File: src/rtl/s2p_pkg.sv
// ============================================================================
// Module   : s2p_pkg
// Purpose  : Shared constants, output FSM state type and counter-width helper
//            for the s2p_lanes serial-to-parallel converter.
// Revision : 1.0  initial release
// ============================================================================
`default_nettype none

package s2p_pkg;

    localparam int S2P_DW_DEF    = 8;
    localparam int S2P_LANES_DEF = 1;

    typedef enum logic {
        EMPTY = 1'b0,
        FULL  = 1'b1
    } s2p_state_e;

    // Beat counter width; a single-beat word still needs a 1-bit counter.
    function automatic int s2p_cnt_width(input int beats);
        int w;
        w = $clog2(beats);
        return (w < 1) ? 1 : w;
    endfunction

endpackage

`default_nettype wire

File: src/rtl/s2p_shreg.sv
// ============================================================================
// Module   : s2p_shreg
// Purpose  : Beat counter and shift register; presents the assembled word and
//            a done strobe combinationally in the cycle the last beat arrives.
// Revision : 1.0  initial release
// ============================================================================
`default_nettype none

module s2p_shreg
    import s2p_pkg::*;
#(
    parameter int DW        = S2P_DW_DEF,
    parameter int LANES     = S2P_LANES_DEF,
    parameter int MSB_FIRST = 1
) (
    input  logic             clk,
    input  logic             rstn,
    input  logic             wr_n,
    input  logic [LANES-1:0] din_i,
    output logic [DW-1:0]    word_o,
    output logic             done_o
);

    localparam int BEATS = DW / LANES;
    localparam int CW    = s2p_cnt_width(BEATS);
    localparam logic [CW-1:0] LAST = CW'(BEATS - 1);

    logic [CW-1:0] cnt_q;
    logic [CW-1:0] cnt_d;

    always_comb begin
        cnt_d = cnt_q;
        if (!wr_n) begin
            cnt_d = (cnt_q == LAST) ? '0 : cnt_q + 1'b1;
        end
    end

    always_ff @(posedge clk) begin
        if (!rstn) begin
            cnt_q <= '0;
        end else begin
            cnt_q <= cnt_d;
        end
    end

    assign done_o = !wr_n && (cnt_q == LAST);

    generate
        if (BEATS == 1) begin : g_single
            assign word_o = din_i;
        end else begin : g_shift
            // Holds only the beats already received; the live beat completes the word.
            logic [DW-LANES-1:0] sh_q;
            logic [DW-LANES-1:0] sh_d;

            if (MSB_FIRST != 0) begin : g_msb
                assign word_o = {sh_q, din_i};
                assign sh_d   = word_o[DW-LANES-1:0];
            end else begin : g_lsb
                assign word_o = {din_i, sh_q};
                assign sh_d   = word_o[DW-1:LANES];
            end

            always_ff @(posedge clk) begin
                if (!rstn) begin
                    sh_q <= '0;
                end else if (!wr_n) begin
                    sh_q <= sh_d;
                end
            end
        end
    endgenerate

endmodule

`default_nettype wire

File: src/rtl/s2p_lanes.sv
// ============================================================================
// Module   : s2p_lanes
// Purpose  : Serial-to-parallel converter with valid/ready output register,
//            drop-on-full overflow pulse. Optional S2P_PARITY_EN adds dout_par.
// Revision : 1.0  initial release
// ============================================================================
`default_nettype none

module s2p_lanes
    import s2p_pkg::*;
#(
    parameter int DW        = S2P_DW_DEF,
    parameter int LANES     = S2P_LANES_DEF,
    parameter int MSB_FIRST = 1
) (
    input  logic             clk,
    input  logic             rstn,
    input  logic             wr_n,
    input  logic [LANES-1:0] din,
    output logic             dout_valid,
    input  logic             dout_ready,
    output logic [DW-1:0]    dout,
    output logic             overflow
`ifdef S2P_PARITY_EN
    ,
    output logic             dout_par
`endif
);

    generate
        if ((DW < 2) || (DW > 64) || (LANES < 1) || ((DW % LANES) != 0)) begin : g_bad_cfg
            $fatal(1, "s2p_lanes: illegal DW/LANES combination");
        end
    endgenerate

    logic [DW-1:0] word;
    logic          done;

    s2p_shreg #(
        .DW        (DW),
        .LANES     (LANES),
        .MSB_FIRST (MSB_FIRST)
    ) u_shreg (
        .clk    (clk),
        .rstn   (rstn),
        .wr_n   (wr_n),
        .din_i  (din),
        .word_o (word),
        .done_o (done)
    );

    s2p_state_e    state_q;
    s2p_state_e    state_d;
    logic [DW-1:0] dout_q;
    logic [DW-1:0] dout_d;
    logic          ovf_q;
    logic          ovf_d;
    logic          hs;

    assign hs = (state_q == FULL) && dout_ready;

    always_comb begin
        state_d = state_q;
        dout_d  = dout_q;
        ovf_d   = 1'b0;
        if (state_q == EMPTY) begin
            if (done) begin
                state_d = FULL;
                dout_d  = word;
            end
        end else begin
            if (done && hs) begin
                dout_d = word;
            end else if (done) begin
                // Output still owned by the consumer: new word is lost.
                ovf_d = 1'b1;
            end else if (hs) begin
                state_d = EMPTY;
            end
        end
    end

    always_ff @(posedge clk) begin
        if (!rstn) begin
            state_q <= EMPTY;
            dout_q  <= '0;
            ovf_q   <= 1'b0;
        end else begin
            state_q <= state_d;
            dout_q  <= dout_d;
            ovf_q   <= ovf_d;
        end
    end

    assign dout_valid = (state_q == FULL);
    assign dout       = dout_q;
    assign overflow   = ovf_q;

`ifdef S2P_PARITY_EN
    logic par_q;

    always_ff @(posedge clk) begin
        if (!rstn) begin
            par_q <= 1'b0;
        end else begin
            par_q <= ^dout_d;
        end
    end

    assign dout_par = par_q;
`endif

endmodule

`default_nettype wire

File: config.mk
export PLATFORM = sky130hd
export DESIGN_NAME = s2p_lanes
export DESIGN_NICKNAME = d
export VERILOG_FILES = /design/src/rtl/s2p_pkg.sv /design/src/rtl/s2p_shreg.sv /design/src/rtl/s2p_lanes.sv
export SDC_FILE = /design/constraint.sdc
export NUM_CORES = 1
export LEC_CHECK = 0
export ABC_AREA = 1
export BUFFER_PORTS_ARGS = -buffer_cell sky130_fd_sc_hd__buf_2
export CORE_ASPECT_RATIO = 0.7
export CORE_UTILIZATION = 30
export DETAILED_ROUTE_END_ITERATION = 8
export PLACE_DENSITY_LB_ADDON = 0.1
export SLEW_MARGIN = 15
export SYNTH_ARGS = -nofsm -noshare
export SYNTH_HDL_FRONTEND = slang
export SYNTH_SLANG_ARGS = --single-unit
File: constraint.sdc
create_clock -name clk -period 1.4 [get_ports clk]
set_clock_uncertainty 0.05 [all_clocks]
set_input_delay 0.14 -clock clk [delete_from_list [all_inputs] [get_ports clk]]
set_output_delay 0.14 -clock clk [all_outputs]
set_load 0.02 [all_outputs]
# ---- After elaboration in Yosys (flattened, before gate mapping)
# Index checks and enable logic that the tools add are counted.
dict set report word_totals {
  output_inout_bits 10
  word_cells 26
  input_bits 5
  ff_bits 20
}
dict set report op_classes {
  n_eq_ne 2
  bitwise 2
  n_reduce_logical 7
  muxes 9
  n_addsub 1
}
# operator n
set ops {}
lappend ops {{8-bit two-way mux} 3}
lappend ops {{1-bit two-way mux} 5}
lappend ops {{3-bit by 1-bit adder with 3-bit output (second input constant)} 1}
lappend ops {{3-bit == test (second input constant)} 1}
lappend ops {{1-bit logical AND} 3}
lappend ops {{3-bit two-way mux} 1}
lappend ops {{3-bit OR reduction} 1}
lappend ops {{2-bit by 1-bit != test with 1-bit output (second input constant)} 1}
lappend ops {{1-bit inverter} 2}
lappend ops {{2-bit AND reduction} 1}
lappend ops {{2-bit nonzero test} 1}
lappend ops {{1-bit logical NOT} 1}

# ---- Logic depth before layout (Yosys ltp)
# Gate-level depths: netlist of run 1.
dict set report logic_depth {
  ltp_word 5
  depth_mapped 8
}

# ---- Modules after synthesis
# A second synthesis of run 1 with hierarchy kept.
dict set report unflattened {
  cells_unflattened 115
  hier_area_um2 873.3
}
# mod n_inst cells_each area_each_um2
set modules_own_cells {}
lappend modules_own_cells {s2p_lanes 1 60 460.4}
lappend modules_own_cells {s2p_shreg 1 55 412.9}

# ---- Worst setup path before layout of run 1
# Ideal clock, no wire load.
dict set report synth_timing {
  path_kind {reg2reg}
  start {register u_shreg.cnt_q[0]}
  end {register dout_q[0], in the netlist dout[0]}
  stages_incl_launch_ff 8
  setup_ps 115
  arrival_time_ps 1142
  setup_slack_ps 93
  period_less_slack_ps 1307
  path_cell_list {dfxtp_1 -> ha_1 -> ha_1 -> inv_1 -> nor2_8 -> buf_8 -> a21oi_1 -> nor2_1}
}
dict set report synth_between {
  elab_chain_len 5
  word_cells_on_any_way 6
  cone_classes {eq/ne (2); reduce/logical (4)}
}
# element line_no
set synth_lines {}
lappend synth_lines {{from (decl)} s2p_shreg.sv:28} ;# logic [CW-1:0] cnt_q;
lappend synth_lines {{from (signal assigned)} s2p_shreg.sv:42} ;# cnt_q <= cnt_d;
lappend synth_lines {{3-bit == test (*)} s2p_shreg.sv:46} ;# assign done_o = !wr_n && (cnt_q == LAST);
lappend synth_lines {{1-bit logical AND (*)} s2p_shreg.sv:46}
lappend synth_lines {{1-bit logical AND} s2p_lanes.sv:72} ;# if (done && hs) begin
lappend synth_lines {{2-bit by 1-bit != test with 1-bit output (no source line)} --}
lappend synth_lines {{2-bit AND reduction (no source line) (*)} --}
lappend synth_lines {{to (signal assigned)} s2p_lanes.sv:90} ;# dout_q <= dout_d;
lappend synth_lines {{to (decl)} s2p_lanes.sv:54} ;# logic [DW-1:0] dout_q;
# Every way passes the cells marked *; elsewhere a longest branch is shown, timed or not.
# A chain may end at the register's enable or synchronous reset.

# ---- Worst setup path in the final report of run 1
dict set report layout_timing {
  start {register u_shreg.cnt_q[0]}
  end {register dout_q[1], in the netlist dout[1]}
}
# The elaborated chain is that of the path after synthesis.

==> results of run 1 <==
## synthesized netlist by cell type
cell     number  area share
a21oi_1      15       0.092
a21oi_2       1       0.011
buf_2         3       0.018
buf_4         1      0.0092
buf_6         1       0.014
buf_8         1       0.018
dfxtp_1      20        0.49
ha_1          2       0.031
inv_1        12       0.055
inv_2         1      0.0046
nand2_1       8       0.037
nand2_2       1      0.0076
nand3_1       8       0.049
nor2_1       15       0.069
nor2_8        1       0.024
nor3_2        1       0.012
o21ai_0      10       0.061
## registers in the layout, summed over array words and instances (netlist names)
name,cells
u_shreg.g_shift.sh_q,7
overflow,1
dout_valid,1
u_shreg.cnt_q,3
dout,8
## logic make-up (layout without fill, tap and decap cells)
group                    after synthesis  in the layout  synth area share
adder cells (fa/ha/maj)                2              2            0.0305
buffers and inverters                 19             30             0.119
AND/OR/NAND/NOR                       34             36             0.198
AO/OA/AOI/OAI                         26             26             0.163
flip-flops                            20             20             0.489
## critical path, stage by stage (launching register included)
cell	delay, ns
dfxtp_1	0.35
ha_1	0.16
ha_2	0.20
inv_4	0.07
nor2_4	0.20
a21oi_1	0.09
nor2_1	0.11
## per-layer routing
| metal | track usage | up-vias |
|---|---|---|
| met5 | 0 | - |
| met4 | 0.0267 | 0 |
| met3 | 0.0475 | 0 |
| met2 | 0.183 | 11 |
| met1 | 0.132 | 308 |
| li1 | - | 356 |
## final cells by class
type,count,area share
multi-input combinational,64,0.364
clock buffer,3,0.0434
inverter,13,0.0539
sequential,20,0.420
tap,34,0.0447
timing repair buffer,14,0.0736
## through the flow
step / cells / hold slack, ns / power, mW / util
after floorplan: 101 / 0.280 / 0.674 / -
after global placement: 143 / 0.402 / 0.688 / 0.351
after detailed placement: 143 / 0.408 / 0.689 / 0.351
after CTS: 146 / 0.137 / 1.07 / 0.368
after global routing: 148 / 0.195 / 1.10 / 0.379
final: 148 / 0.139 / 1.05 / 0.379
## report_power, final
group | internal (mW) | switching [mW]
Combinational | 0.0264 | 0.0515
Clock | 0.192 | 0.177
Sequential | 0.591 | 0.0104
## worst max path at each step
stage / from / end / cells past startpoint
final: u_shreg.cnt_q[0]$_SDFFE_PN0N_ / dout[1]$_SDFFE_PN0P_ / 6
after global placement: u_shreg.cnt_q[0]$_SDFFE_PN0N_ / dout[2]$_SDFFE_PN0P_ / 7
after detailed placement: u_shreg.cnt_q[0]$_SDFFE_PN0N_ / dout[4]$_SDFFE_PN0P_ / 7
after CTS: u_shreg.cnt_q[0]$_SDFFE_PN0N_ / dout[2]$_SDFFE_PN0P_ / 7
after floorplan: u_shreg.cnt_q[0]$_SDFFE_PN0N_ / dout[0]$_SDFFE_PN0P_ / 7
after global routing: u_shreg.cnt_q[0]$_SDFFE_PN0N_ / dout[3]$_SDFFE_PN0P_ / 6
## timing repair
item | 4_1_cts | 5_1_grt
hold endpoints to repair | 0 | 0
hold buffers | 0 | 0
resized for setup | 0 | 3
buffers inserted | 0 | 0
endpoints found under the setup margin | 0 | 8
==> results.py, run 1 <==
metrics = {
    "run_status": {
        "status": "finished, final reports clean",
    },
    "grt": {
        "grt-ovfl-total": 0,
        "grt_pass1_vias": 566,
        "antenna_found_initial": 0,
        "grt_start_max_net_pins": 20,
        "grt.total_usage": 0.110,
        "grt_pass1_wl_mm": 2.42,
    },
    "logic_synthesis": {
        "yosys_warnings": 0,
        "syn_avg_cell_area_um2": 8.11,
        "synthesis.area_um2": 820,
        "synth_cells": 101,
        "synth-seq-cells": 20,
        "syn_nets": 108,
        "synth_cell_types": 17,
        "ys_seq_area_frac": 0.489,
    },
    "floorplanning": {
        "die_h_um": 45.7,
        "core_mm2": 0.00251,
        "start_util": 0.326,
        "row_count": 15,
        "die_area_mm2": 0.00295,
        "ios": 15,
        "die_w_um": 64.5,
    },
    "setup_path": {
        "critPathLaunchType": "flop",
        "cp.required_ns": 1.55,
        "cp-end-kind": "flop",
        "reg2reg_from": "u_shreg.cnt_q[0]$_SDFFE_PN0N_",
        "r2r_cells": 6,
        "worstSetupPathType": "reg -> reg",
        "r2r_slack_ns": 0.11,
        "path_max_fanout": 8,
        "crit_arrival_ns": 1.44,
        "r2r-end": "dout[1]$_SDFFE_PN0P_",
    },
    "finish": {
        "nNetsFinal": 123,
        "antennaDiodeCount": 0,
        "fillers": 284,
        "multiInputGateArea_um2": 347,
        "area_delta_synth_final_pct": 16.2,
        "final_common_cell": "dfxtp_1",
        "seq_area_um2": 400,
        "stdcell_area_um2": 952,
        "drive_above_1_share": 0.228,
        "most-common-layout-cells": "dfxtp_1, a21oi_1, nor2_1",
    },
    "hold_path": {
        "hold_end": "u_shreg.g_shift.sh_q[0]$_SDFFE_PN0N_",
        "whs_path_depth": 3,
        "hold_class": "in -> reg",
        "min_from": "din",
    },
    "clock_network": {
        "cts.sinks": 20,
        "htreeDepth": 1,
        "cts_buffer_depth": 2,
        "cts_tree": "built",
        "clkLatencyLatePin_ns": 0.25,
        "cts_made_buffers": 3,
        "cts-root-buf": "clkbuf_8",
        "clk_pin_slew_worst_paths_ns": 0.07,
    },
    "detailed_routing": {
        "wire_per_inst_um": 10.5,
        "firstDrtPassIters": 2,
        "drt-total-wl_mm": 1.56,
        "routed.top_layer": "met3",
        "dr_wl_met2_um": 688,
        "dr.first_iter.drc_count": 11,
        "ant_nets": 0,
        "wl_met3_um": 77,
        "num_vias": 675,
        "vias_per_cell": 4.56,
        "drt-met1-wl_um": 791,
        "route.detailed.drc": 0,
    },
    "timing": {
        "setup-tns-final_ns": 0,
        "worst_pin_slew_ns": 0.456,
        "slew_headroom": 0.696,
        "hold_violations": 0,
        "min_period_ns": 1.29,
        "slew_violations": 0,
        "postLayoutSetupSlackWorst_ns": 0.111,
        "finalSetupViolCount": 0,
        "fin_crit_sh": 0.921,
        "fmaxAchievable_ghz": 0.776,
    },
    "placement": {
        "place_hpwl_um": 997,
        "gp_congestion": 0.683,
        "place_area_um2": 883,
        "pre_cts_ws_ns": 0.0392,
        "io_buffers": 14,
    },
    "pwr": {
        "ir_drop_mv": 0.494,
        "p_leak_nw": 0.424,
        "powerDensity_mw_per_mm2": 1100,
    },
    "run": {
        "max_cap_viol_count": 0,
    },
}
No activity file was read; power rests on OpenSTA's default activity.
==> inputs of run 2 (changes only) <==
--- a/config.mk
+++ b/config.mk
@@ -14,4 +14,5 @@
 export SLEW_MARGIN = 15
 export SYNTH_ARGS = -nofsm -noshare
 export SYNTH_HDL_FRONTEND = slang
+export SYNTH_HIERARCHICAL = 1
 export SYNTH_SLANG_ARGS = --single-unit
==> run 2 against run 1 <==
Net effect:
- final area is 9.9% higher
- largest cell class unchanged
- fmax fell by 3.9%
- area after synthesis grew 6.6%
- global-route usage increased by 0.48 points
- worst setup slack got worse by 0.052 ns
- utilization rose by 2.2 points
- highest routed layer is now met4
- synthesized cell count rose by 14%
- first-iteration DRC count grew to 5.2 times the previous value
- via count up 4.1%
- critical path depth is 1 higher
- worst hold slack worse by 0.036 ns
- combinational power increased by 16%
- largest power group unchanged
==> results.py, run 2 <==
metrics = {
    "setup_path": {
        "critPathLaunchType": "flop",
        "worstPathCellList": "ha_1 -> ha_2 -> nand2_2 -> inv_4 -> clkbuf_16 -> a21oi_1 -> nor2_1",
        "cp.required_ns": 1.50,
        "path_max_fanout": 8,
        "cpPeakStageDelay_ns": 0.32,
        "slowest_stage": "dfxtp_2",
        "worstSetupPathType": "reg -> reg",
        "cp-end-kind": "flop",
        "crit_arrival_ns": 1.44,
        "r2r_slack_ns": 0.06,
    },
    "floorplanning": {
        "row_count": 15,
        "die_h_um": 47.1,
        "core_mm2": 0.00261,
        "ios": 15,
        "start_util": 0.335,
        "die_area_mm2": 0.00313,
        "die_w_um": 66.5,
    },
    "grt": {
        "grt-ovfl-total": 0,
        "grt_start_max_net_pins": 20,
        "antenna_found_initial": 0,
        "grt_pass1_wl_mm": 2.54,
        "grt_pass1_vias": 602,
        "grt.total_usage": 0.114,
    },
    "clock_network": {
        "clk_pin_slew_worst_paths_ns": 0.07,
        "clkLatencyLatePin_ns": 0.25,
        "htreeDepth": 1,
        "cts-root-buf": "clkbuf_8",
        "cts_buffer_depth": 2,
        "cts_made_buffers": 3,
        "cts_tree": "built",
        "cts.sinks": 20,
    },
    "finish": {
        "largest_register_ffs": 8,
        "nNetsFinal": 138,
        "stdcell_count": 164,
        "drive_above_1_share": 0.262,
        "area_delta_synth_final_pct": 19.8,
        "most-common-layout-cells": "nor2_1, dfxtp_1, nand2_1, buf_2, inv_1",
        "antennaDiodeCount": 0,
        "final_common_cell": "nor2_1",
    },
    "detailed_routing": {
        "vias_per_cell": 4.29,
        "route.detailed.drc": 0,
        "drt-total-wl_mm": 1.59,
        "num_vias": 703,
        "dr.first_iter.drc_count": 57,
        "ant_nets": 0,
        "firstDrtPassIters": 3,
        "wire_per_inst_um": 9.66,
    },
    "logic_synthesis": {
        "syn_nets": 122,
        "yosysMostFrequentCell": "nor2_1",
        "async_flop_share": 0,
        "synth_top_family_by_area": "simple AND/OR/NAND/NOR gates",
        "yosysTopAreaCellShare": 0.458,
        "yosys_warnings": 6,
        "synth_cell_types": 16,
        "synth-edff-count": 0,
        "yosys.area_share.simple": 0.261,
        "synthesis.area_um2": 873,
        "synth_fa_ha_area_frac": 0.0287,
        "synth_cells": 115,
        "synth_top_area_cell": "dfxtp_1",
        "synthFlopType": "dfxtp_1",
        "ys_seq_area_frac": 0.458,
        "synth_mux_area_frac": 0,
        "synth-seq-cells": 20,
        "syn_avg_cell_area_um2": 7.59,
        "synth_area_leaders": "dfxtp_1, nor2_1, nand2_1",
        "synth_compound_gate_area_share": 0.0974,
        "synthXorXnorAreaFrac": 0,
        "synth_commonest_cells": "nor2_1, dfxtp_1, nand2_1, inv_1, a21oi_1",
    },
    "hold_path": {
        "hold_class": "in -> reg",
    },
    "timing": {
        "slew_headroom": 0.797,
        "postLayoutSetupSlackWorst_ns": 0.0587,
        "slew_violations": 0,
        "worst_pin_slew_ns": 0.304,
        "min_period_ns": 1.34,
        "hold_violations": 0,
        "fin_crit_sh": 0.958,
        "finalSetupViolCount": 0,
        "fmaxAchievable_ghz": 0.746,
        "whs_ns": 0.103,
    },
    "placement": {
        "place_hpwl_mm": 1.07,
        "gp_congestion": 0.660,
        "dp.cells": 158,
        "io_buffers": 14,
        "pre_cts_ws_ns": 0.0431,
    },
    "pwr": {
        "finalPower_mw": 1.12,
        "ir_drop_mv": 0.413,
        "powerDensity_mw_per_mm2": 1070,
        "p_leak_nw": 0.498,
    },
    "run_status": {
        "status": "finished, final reports clean",
    },
    "run": {
        "max_cap_viol_count": 0,
    },
}
==> run 2: through the flow <==
stage	TNS [ns]	cell area (um2)	util
3_5_place_dp	0	942	0.361
5_1_grt	-0.136	1050	0.401
6_report	0	1050	0.401
4_1_cts	0	997	0.382
3_3_place_gp	0	942	0.361
2_1_floorplan	0	873	-
==> run 2: area by class of cell <==
type                       instances  area (um2)
clock buffer                       4        55.1
fill                             273        1560
inverter                          15        58.8
multi-input combinational         72         350
sequential                        20         402
tap                               34        42.5
timing repair buffer              19         138
==> run 2: worst max-delay path: cells and delay by family (launching register included) <==
kind | cells | cell delay [ns]
compound gates | 1 | 0.13
fa+ha+maj | 2 | 0.39
buf+inv | 2 | 0.20
flops | 1 | 0.32
simple gates | 2 | 0.15
==> run 2: routing by layer <==
| layer | vias to the layer above | wire, um | share of wire | GRT usage |
|---|---|---|---|---|
| li1 | 381 | - | - | - |
| met1 | 311 | 804 | 0.51 | 0.134 |
| met2 | 9 | 695 | 0.44 | 0.186 |
| met3 | 2 | 66 | 0.042 | 0.0510 |
| met4 | 0 | 19 | 0.012 | 0.0511 |
| met5 | - | 0 | 0 | 0 |
==> run 2: final timing paths <==
| check | start | endpoint | depth (start not counted) |
|---|---|---|---|
| setup / recovery | u_shreg/cnt_q[0]$_SDFFE_PN0N_ | dout[6]$_SDFFE_PN0P_ | 7 |
| hold / removal | din | u_shreg/g_shift.sh_q[0]$_SDFFE_PN0N_ | 3 |
| setup reg to reg | u_shreg/cnt_q[0]$_SDFFE_PN0N_ | dout[6]$_SDFFE_PN0P_ | 7 |
| hold reg to reg | dout[2]$_SDFFE_PN0P_ | dout[2]$_SDFFE_PN0P_ | 2 |
==> run 2: power breakdown <==
part	total [mW]	switching [mW]	leakage [nW]	internal, mW
clock network	0.427	0.177	0.0288	0.250
registers	0.604	0.0128	0.164	0.591
logic	0.0902	0.0532	0.305	0.0369
total	1.12	0.243	0.498	0.878
==> run 2: kinds of logic (layout without fill, tap and decap cells) <==
group	Yosys count	count (layout)
buffers and inverters	23	38
and+or+nand+nor	53	53
adders and majority gates	2	2
AOI/OAI and AO/OA	17	17
DFF	20	20
==> run 2: repair_timing <==
item,CTS,global route
gates resized for setup,0,7
hold endpoints to repair,0,0
setup endpoints to repair,0,10
hold buffers,0,0
buffers inserted,0,1
==> inputs of run 3 (changes only) <==
--- a/config.mk
+++ b/config.mk
@@ -5,11 +5,11 @@
 export SDC_FILE = /design/constraint.sdc
 export NUM_CORES = 1
 export LEC_CHECK = 0
-export ABC_AREA = 1
 export BUFFER_PORTS_ARGS = -buffer_cell sky130_fd_sc_hd__buf_2
 export CORE_ASPECT_RATIO = 0.7
 export CORE_UTILIZATION = 30
 export DETAILED_ROUTE_END_ITERATION = 8
+export HOLD_SLACK_MARGIN = 0.03
 export PLACE_DENSITY_LB_ADDON = 0.1
 export SLEW_MARGIN = 15
 export SYNTH_ARGS = -nofsm -noshare
==> run 3 against run 2 <==
Net effect:
- first-iteration DRC count decreased by 89%
- die area fell by 5.8%
- utilization up 1.1 points
- largest cell class is now multi-input gates
- sequential share of layout area is 0.21 points higher
- synthesized cell count down 32%
- via count decreased by 19%
- cell count shrank 21%
==> results.py, run 3 <==
metrics = {
    "placement": {
        "io_buffers": 14,
        "gp_congestion": 0.636,
        "place_hpwl_um": 952,
        "pre_cts_ws_ns": -0.0540,
    },
    "floorplanning": {
        "die_area_mm2": 0.00295,
        "die_h_um": 45.8,
        "ios": 15,
        "start_util": 0.324,
        "die_w_um": 64.5,
        "core_mm2": 0.00253,
        "row_count": 15,
    },
    "finish": {
        "seq_area_um2": 403,
        "nNetsFinal": 105,
        "area_delta_synth_final_pct": 27.1,
        "multiInputGateArea_um2": 422,
        "drive_above_1_share": 0.365,
        "antennaDiodeCount": 0,
        "largest_register_ffs": 8,
        "most-common-layout-cells": "dfxtp_1, nand2_1, mux2i_1",
        "final_common_cell": "dfxtp_1",
        "fillers": 241,
    },
    "logic_synthesis": {
        "syn_nets": 85,
        "synth_cell_types": 16,
        "yosysMostFrequentCell": "dfxtp_1",
        "synth_commonest_cells": "dfxtp_1, nand2_1, mux2i_1, nor2b_1, buf_4",
        "synth-edff-count": 0,
        "synth-seq-cells": 20,
        "synth_area_leaders": "dfxtp_1, mux2i_1, nand2_1",
        "async_flop_share": 0,
        "synthFlopType": "dfxtp_1",
        "synth_cells": 78,
        "yosys_warnings": 6,
        "synth_top_area_cell": "dfxtp_1",
        "syn_avg_cell_area_um2": 10.5,
        "ys_seq_area_frac": 0.488,
        "synthesis.area_um2": 821,
        "yosysTopAreaCellShare": 0.488,
    },
    "detailed_routing": {
        "dr.first_iter.drc_count": 6,
        "num_vias": 566,
        "route.detailed.drc": 0,
        "wire_per_inst_um": 11.0,
        "vias_per_cell": 4.35,
        "drt-total-wl_mm": 1.43,
        "ant_nets": 0,
        "firstDrtPassIters": 4,
    },
    "clock_network": {
        "cts_buffer_depth": 2,
        "clkLatencyLatePin_ns": 0.25,
        "htreeDepth": 1,
        "cts_made_buffers": 3,
        "cts.sinks": 20,
        "clk_pin_slew_worst_paths_ns": 0.07,
        "cts_tree": "built",
        "cts-root-buf": "clkbuf_8",
    },
    "timing": {
        "hold_violations": 0,
        "slew_headroom": 0.838,
        "worst_pin_slew_ns": 0.243,
        "fin_crit_sh": 0.989,
        "fmaxAchievable_ghz": 0.722,
        "rsz0062_at_grt": "yes",
        "postLayoutSetupSlackWorst_ns": 0.0153,
        "finalSetupViolCount": 0,
        "min_period_ns": 1.38,
        "slew_violations": 0,
    },
    "hold_path": {
        "hold_end": "dout[0]$_SDFFE_PN0P_",
        "hold_class": "in -> reg",
        "min_from": "din",
        "whs_path_depth": 3,
    },
    "grt": {
        "antenna_found_initial": 0,
        "grt_pass1_wl_mm": 2.33,
        "grt_start_max_net_pins": 29,
        "grt-ovfl-total": 0,
        "grt_pass1_vias": 534,
        "grt.total_usage": 0.111,
    },
    "setup_path": {
        "path_max_fanout": 8,
        "path_buf_inv": 1,
        "worstPathCellList": "ha_4 -> ha_4 -> nor2b_4 -> nor2b_4 -> buf_12 -> mux2i_2",
        "slowest_stage": "dfxtp_2",
        "reg2reg_from": "u_shreg/cnt_q[1]$_SDFFE_PN0N_",
        "critPathLaunchType": "flop",
        "r2r_cells": 6,
        "cpPeakStageDelay_ns": 0.35,
        "cp-end-kind": "flop",
        "r2r-end": "dout[5]$_SDFFE_PN0P_",
        "worstSetupPathType": "reg -> reg",
        "cp.required_ns": 1.53,
        "path_delay_family": "flip-flops",
        "crit_arrival_ns": 1.51,
        "r2r_slack_ns": 0.02,
        "crit_path_start": "u_shreg/cnt_q[1]$_SDFFE_PN0N_",
    },
    "run_status": {
        "status": "finished, final reports clean",
    },
    "run": {
        "max_cap_viol_count": 0,
    },
    "pwr": {
        "powerDensity_mw_per_mm2": 971,
        "p_leak_nw": 0.422,
        "ir_drop_mv": 0.575,
        "finalPower_mw": 1.01,
    },
}
run 3: tightest hold or removal path: stages:
cell     delay, ns
buf_2         0.11
nand2_1       0.05
mux2i_1       0.06
run 3: worst max-delay path by stage:
stage                                       to  depth (start not counted)
after floorplan           dout[0]$_SDFFE_PN0P_                          6
after global placement    dout[2]$_SDFFE_PN0P_                          6
after detailed placement  dout[5]$_SDFFE_PN0P_                          6
after CTS                 dout[2]$_SDFFE_PN0P_                          6
after global routing      dout[5]$_SDFFE_PN0P_                          6
final                     dout[5]$_SDFFE_PN0P_                          6
run 3: cell type report:
class	count	area share
tap	34	0.0408
timing repair buffer	21	0.129
clock buffer	3	0.0396
sequential	20	0.386
multi-input combinational	52	0.404
run 3: timing repair:
| action | in CTS | in global routing |
|---|---|---|
| resized for setup | 8 | 3 |
| hold endpoints to repair | 0 | 0 |
| hold buffers | 0 | 0 |
| endpoints found under the setup margin | 8 | 9 |
| buffers inserted | 0 | 0 |
| pin swaps | 0 | 2 |
run 3: power by group:
part	internal (mW)	leakage [nW]	total (mW)	switching [mW]
logic	0.0338	0.238	0.0635	0.0297
clock network	0.191	0.0216	0.364	0.173
registers	0.578	0.162	0.585	0.00726
run 3: logic make-up (layout without fill, tap and decap cells):
group | after synthesis | after routing | share of synthesized area
AO/OA/AOI/OAI | 3 | 3 | 0.0290
adder cells (fa/ha/maj) | 2 | 2 | 0.0305
buffers and inverters | 6 | 24 | 0.0549
flip-flops | 20 | 20 | 0.488
multiplexers | 16 | 16 | 0.195
AND/OR/NAND/NOR | 31 | 31 | 0.203
run 3: per-stage QoR:
step / hold slack (ns) / setup TNS (ns) / instances / cell area [um2] / util
2_1_floorplan: 0.256 / 0 / 78 / 821 / -
3_3_place_gp: 0.367 / -0.134 / 127 / 953 / 0.376
3_5_place_dp: 0.378 / -0.338 / 127 / 953 / 0.376
4_1_cts: 0.102 / 0 / 130 / 1030 / 0.408
5_1_grt: 0.111 / -0.153 / 130 / 1040 / 0.412
6_report: 0.101 / 0 / 130 / 1040 / 0.412
run 3: routing by layer:
layer | GRT usage | wire length, um
met5 | 0 | 0
met2 | 0.177 | 621
met1 | 0.132 | 718
met4 | 0.0400 | 10
met3 | 0.0525 | 79
